--- config.mk ---
export PLATFORM = sky130hd
export DESIGN_NAME = lsu_clkgate_pmctl
export DESIGN_NICKNAME = d
export VERILOG_FILES = /design/src/rtl/lsu_clkgate_pmctl.sv
export SDC_FILE = /design/constraint.sdc
export NUM_CORES = 1
export LEC_CHECK = 0
export CORE_MARGIN = 8
export CORE_UTILIZATION = 42
export DETAILED_ROUTE_END_ITERATION = 16
export PLACE_DENSITY_LB_ADDON = 0.1
export SLEW_MARGIN = 20
export SYNTH_ARGS = -nofsm -noshare
export SYNTH_HDL_FRONTEND = slang
export SYNTH_SLANG_ARGS = --single-unit
--- constraint.sdc ---
create_clock -name free_clk -period 1.8 [get_ports free_clk]
set_clock_uncertainty 0.15 [all_clocks]
set_input_delay 0.36 -clock free_clk [delete_from_list [all_inputs] [get_ports free_clk]]
set_output_delay 0.36 -clock free_clk [all_outputs]
set_load 0.005 [all_outputs]
--- src/rtl/lsu_clkgate_pmctl.sv ---
// LSU clock-gate sleep/wake controller: idle hysteresis, PMU req/ack handshake, wake stall.
// Optional gated-cycle statistics counter enabled by defining RV_LSU_CLKGATE_STATS_EN.
module lsu_clkgate_pmctl #(
  parameter int unsigned IDLE_CNT_W   = 4,
  parameter int unsigned SLEEP_THRESH = 8
) (
  input  logic                  free_clk,
  input  logic                  rst,
  input  logic                  lsu_pipe_busy,
  input  logic                  lsu_bus_buffer_empty_any,
  input  logic                  lsu_stbuf_empty_any,
  input  logic                  dma_dccm_req,
  input  logic                  clk_override,
  input  logic                  pmu_sleep_ack,
  output logic                  pmu_sleep_req,
  output logic                  lsu_clk_gate_en,
  output logic                  lsu_wake_stall,
  output logic [IDLE_CNT_W-1:0] lsu_idle_cnt
`ifdef RV_LSU_CLKGATE_STATS_EN
  ,
  output logic [31:0]           lsu_gated_cycles
`endif
);

  typedef enum logic [2:0] {
    ACTIVE    = 3'd0,
    IDLE_WAIT = 3'd1,
    REQ       = 3'd2,
    SLEEP     = 3'd3,
    WAKE      = 3'd4
  } state_t;

  localparam logic [IDLE_CNT_W-1:0] THRESH = IDLE_CNT_W'(SLEEP_THRESH);

  state_t state;
  logic   idle;

  assign idle = ~lsu_pipe_busy & lsu_bus_buffer_empty_any & lsu_stbuf_empty_any &
                ~dma_dccm_req & ~clk_override;

  // req/gate_en are updated on the same edge as the state they decode, so they stay glitch-free.
  always_ff @(posedge free_clk or posedge rst) begin
    if (rst) begin
      state           <= ACTIVE;
      lsu_idle_cnt    <= '0;
      pmu_sleep_req   <= 1'b0;
      lsu_clk_gate_en <= 1'b0;
    end else begin
      case (state)
        ACTIVE: begin
          if (idle) begin
            state        <= IDLE_WAIT;
            lsu_idle_cnt <= IDLE_CNT_W'(1);
          end else begin
            lsu_idle_cnt <= '0;
          end
        end
        IDLE_WAIT: begin
          if (!idle) begin
            state        <= ACTIVE;
            lsu_idle_cnt <= '0;
          end else if (lsu_idle_cnt == THRESH) begin
            state         <= REQ;
            pmu_sleep_req <= 1'b1;
          end else if (lsu_idle_cnt != '1) begin
            lsu_idle_cnt <= lsu_idle_cnt + IDLE_CNT_W'(1);
          end
        end
        REQ: begin
          // Activity wins over a same-cycle ack.
          if (!idle) begin
            state         <= ACTIVE;
            lsu_idle_cnt  <= '0;
            pmu_sleep_req <= 1'b0;
          end else if (pmu_sleep_ack) begin
            state           <= SLEEP;
            lsu_clk_gate_en <= 1'b1;
          end
        end
        SLEEP: begin
          if (!idle) begin
            state           <= WAKE;
            pmu_sleep_req   <= 1'b0;
            lsu_clk_gate_en <= 1'b0;
          end
        end
        WAKE: begin
          if (!pmu_sleep_ack) begin
            state        <= ACTIVE;
            lsu_idle_cnt <= '0;
          end
        end
        default: begin
          state           <= ACTIVE;
          lsu_idle_cnt    <= '0;
          pmu_sleep_req   <= 1'b0;
          lsu_clk_gate_en <= 1'b0;
        end
      endcase
    end
  end

  assign lsu_wake_stall = ((state == SLEEP) & ~idle) | (state == WAKE);

`ifdef RV_LSU_CLKGATE_STATS_EN
  logic [31:0] gated_cnt;

  always_ff @(posedge free_clk or posedge rst) begin
    if (rst) begin
      gated_cnt <= '0;
    end else if ((state == SLEEP) && (gated_cnt != '1)) begin
      gated_cnt <= gated_cnt + 32'd1;
    end
  end

  assign lsu_gated_cycles = gated_cnt;
`endif

endmodule
# After elaboration in Yosys (flattened, before gate mapping)
# Cells that the tools add are included.
# word_totals
reg_bits	9
word_cells	67
# classes
add_sub_neg	1
eq_ne	19
n_mux	22
bitwise_logic	13
reduce_logical	8
# ops
op	n
$mux 3	7
$mux 4	5
$pmux 4 s5	1
$ne 2x2->1 const B	9
$pmux 3 s5	1
$ne 3x3->1 const B	4
$reduce_and 5->1	2
$reduce_and 4->1	2
$not 1->1	7
$eq 3x2->1 const B	2
$mux 1	6
$pmux 1 s3	2
$and 1x1->1	5
$add 4x1->4 const B	1
$eq 4x4->1 const B	1
$ne 4x4->1 const B	1
$reduce_or 2->1	2
$eq 3x1->1 const B	1
$eq 3x3->1 const B	1
$logic_not 3->1	1
$reduce_or 3->1	1
$or 1x1->1	1

# Depth between registers and ports, before layout
# logic_depth
ltp_word	8
ltp_mapped	6
mapped_depth_nobuf	6

# Worst setup path before layout
# OpenSTA, ideal clock, no wires.
# synth_timing
path_kind	reg2reg
start	register lsu_idle_cnt[0]
end	register lsu_idle_cnt[0]
setup_time_ns	0.127
arrival_ns	1.700
required_time_ns	1.523
slack_ns	-0.178
stages_incl_launch_ff	7
path_cell_list	dfrtp_1 -> inv_1 -> ha_1 -> mux2i_1 -> nor4_2 -> a211oi_1 -> mux2_1
# synth_between
elab_chain_cells	5
word_cells_on_any_way	10
# synth_lines
item	line_no	text
from (decl)	18	output logic [IDLE_CNT_W-1:0] lsu_idle_cnt
from (signal assigned)	66	lsu_idle_cnt <= lsu_idle_cnt + IDLE_CNT_W'(1);
$add 4x1->4	66	
$mux 4	65	end else if (lsu_idle_cnt != '1) begin
$mux 4	62	end else if (lsu_idle_cnt == THRESH) begin
$mux 4	59	if (!idle) begin
$pmux 4 s5	49	case (state)
# Several ways; a longest one is shown, not always the timed one. The select of a mux whose other input is x is not followed.
# A chain may end at the register's enable or synchronous reset.

# Worst setup path in the final report
# layout_timing
start	input port clk_override
end	output port lsu_wake_stall
# layout_between
elab_chain_cells	5
# layout_lines
item	line_no	text
from (decl)	13	input logic clk_override,
$not 1->1	39	~dma_dccm_req & ~clk_override;
$and 1x1->1	39	
$not 1->1	103	assign lsu_wake_stall = ((state == SLEEP) & ~idle) | (state == WAKE);
$and 1x1->1	103	
$or 1x1->1	103	
to (decl)	17	output logic lsu_wake_stall,
# No other way between the ends.

==> key figures <==
Run
  • MaxCap Viol Count: 0

Placed design
  • Port buffer count: 14
  • GPL Wtd Cong: 0.855
  • HPWL after DPL: 1280 um
  • Placed Cells: around 110

Timing
  • Max Clock Freq: about 550 MHz
  • Max-slew violation count: 0
  • Setup-failing EPs final: 1
  • Hold_ws: 0.208 ns
  • Measured slew at the worst slew-check pin: between 0.3 and 0.4 ns
  • Period utilization: 102%
  • Min Tclk post-route: around 1.8 ns
  • RSZ-0062 raised after global routing: yes
  • Fin. Hold Viols: 0
  • Worst setup margin: -0.0309 ns
  • Max_slew headroom: 74.9%

Worst setup path
  • Startpoint types: input pin
  • CP delay by family, top: simple AND/OR/NAND/NOR gates
  • Max incr delay on CP: 0.39 ns
  • Crit-path max FO: 2
  • WP data required: approximately 1.3 ns
  • Worst r2r path cells: 5
  • Slowest CP cell: or3b_4
  • Worst Path Arrival: 1.32 ns
  • Crit path buf inv count: 2
  • Worst flop-to-flop path endpoint: lsu_idle_cnt[0]
  • Reg-to-reg slack, setup: about 0.09 ns
  • Reg-to-reg critical path startpoint: lsu_idle_cnt[0]
  • Setup CP Type: in2out
  • Crit. End Element: output pin
  • Worst path cell trace: buf_6, or3b_4, or2_4, nand3_2, nand2_1, buf_2

Floorplan
  • Starting Density: 43.1%
  • Core footprint: roughly 1400 um2
  • I/O Pins: 15
  • DIE WIDTH: between 50 and 60 um
  • Die Ht: 54.4 um
  • Row count: 14
  • Die area: a little under 3000 um2

Power
  • Pwr dens: 431 nW/um2
  • Leak pwr: 0.000465 uW
  • Worst vdd rail ir drop: 0.213 mV

Final layout
  • Non-Filler Instances: around 120
  • Antenna cell count: 0
  • P&R area growth vs syn: 53.3%
  • Core Util, Final: 66.1%
  • # nets final: 113
  • Layout cell share with drive strength beyond 1: a little under two fifths

Global routing
  • Vias in the first global route: about 640
  • Pin count of the biggest net entering global routing: 11
  • Initial antenna violation count: 0
  • Grt total ovfl: 0
  • GRT Total Usage: between 10% and 20%
  • First-pass GRT wire length: between 2000 and 3000 um

Clock network
  • CTS Buffer Depth: 2
  • Clock Tree Root: clkbuf_4
  • Clk Latency, worst-skew pair: 0.27 ns
  • Hold buffers post-CTS: 0
  • Clock-pin slew on the worst setup and hold paths: 0.07 ns
  • CTS Buf Count: 3
  • H-Tree Depth: 1
  • CTS tree: done
  • Clock Sinks: 9

Route
  • Wire length on met3: about 66 um
  • Met2 Routed Length: around 840 um
  • DRT iter0 DRCs: 10
  • Vias/cell: approximately 5.3
  • Final wirelength: 1650 um
  • Post-route DRC: 0
  • DR vias: slightly above 600
  • TritonRoute pass-1 iters: 4
  • Met1 WL: 728 um
  • Post-DRT Antenna Nets: 0
  • DR top layer: met4
  • Avg WL per Cell: ~14 um

Run status
  • Status: finished, violations left
  • Failing checks: setup timing

Min path
  • Hold WC Path Type: in2async

Logic synthesis
  • Synthesized cell area: 619 um2
  • Synth Area per Inst: 8.72 um2
  • Seq/Total Area, Yosys: 36.4%
  • Ys flop type: dfrtp_1
  • Post-synth ARST share: 100%
  • Synth unique cells: 29
  • Yosys warns: 0
  • Number of synthesized flops with an enable pin: 0
  • Area contributors post-synth: dfrtp_1 36%, inv_1 4.8%, nor2_1 4.8%
  • FF+latch count, synth: 9
  • Net Count, Synth: between 80 and 90
  • Area leader, netlist: dfrtp_1
  • Mapped Cells: 71
  • Post-synth top area share: a little over a third
[worst max path at each step]
| stage | start | end | slack (ns) | cells past startpoint |
|---|---|---|---|---|
| global placement | lsu_stbuf_empty_any | lsu_wake_stall | -0.70 | 6 |
| floorplan | lsu_idle_cnt[0] | lsu_idle_cnt[0] | -0.04 | 6 |
| CTS | clk_override | lsu_wake_stall | -0.04 | 6 |
| global route | clk_override | lsu_wake_stall | -0.08 | 6 |
| detailed placement | lsu_stbuf_empty_any | lsu_wake_stall | -0.72 | 6 |
| finish | clk_override | lsu_wake_stall | -0.03 | 6 |
[power by group]
group	switching, uW	internal (uW)
Combinational	18.8	22.6
Clock	78.8	85.9
Sequential	0.756	203
[routing by layer]
| layer | vias up | GRT usage [%] |
|---|---|---|
| li1 | 307 | - |
| met1 | 300 | 14.6 |
| met2 | 11 | 21.4 |
| met3 | 3 | 4.08 |
| met4 | 0 | 4.92 |
| met5 | - | 0 |
[stage by stage]
| stage | area [um2] | setup TNS, ns | setup WS, ns | power [uW] |
|---|---|---|---|---|
| floorplan | 653 | -0.0402 | -0.0398 | 225 |
| global placement | 905 | -3.44 | -0.704 | 248 |
| detailed placement | 905 | -3.67 | -0.725 | 249 |
| CTS | 937 | -0.0386 | -0.0386 | 413 |
| global route | 950 | -0.0755 | -0.0755 | 430 |
| finish | 950 | -0.0309 | -0.0309 | 410 |
[cell type report]
class                           count  area (um2)
Clock buffer                        4        26.3
Sequential cell                     9         226
Timing Repair Buffer               31         255
Inverter                            8        30.0
Fill cell                         124         487
Multi-Input combinational cell     50         392
Tap cell                           16        20.0
[state kept, by name, summed over array words and instances, names as in the netlist]
signal and count:
pmu_sleep_req 1, lsu_idle_cnt 4, lsu_clk_gate_en 1, state 3
[cells in the final DEF (no fill, tap or decap), types with 2 or more instances in the layout]
cell type	count
buf_2	3
o21ai_1	2
nand3_1	2
ha_2	2
clkbuf_4	3
dfrtp_1	8
o21ai_0	5
nand3b_1	2
buf_4	17
nand2b_1	2
clkdlybuf4s50_1	5
nor2_1	8
a21oi_1	2
dlymetal6s2s_1	2
inv_1	8
nand2_1	5
and3_1	2
dlygate4sd2_1	3
[Yosys cell counts (all sizes together), types with 2 or more instances]
cell	number
nand2b	3
nor4	2
mux2i	2
nand2	5
o21ai	7
buf	4
and3	2
dfrtp	9
ha	2
nor2	8
nand3b	2
nand3	3
nor3	2
inv	8
a2111oi	2
a21oi	2
[timing repair]
item,CTS,global route
resized for setup,19,4
hold endpoints to repair,0,0
buffers inserted,1,0
pin swaps,3,2
endpoints found under the setup margin,8,5
[logic make-up (layout without fill, tap and decap cells)]
family / count (synthesis) / count (layout) / share of synthesized area, %
multiplexers: 3 / 3 / 5.05
AND/OR/NAND/NOR: 30 / 30 / 26.3
flip-flops: 9 / 9 / 36.4
adder cells (fa/ha/maj): 2 / 2 / 4.04
buffers and inverters: 12 / 43 / 9.50
AO/OA/AOI/OAI: 15 / 15 / 18.8
No activity file was read; power rests on OpenSTA's default activity.
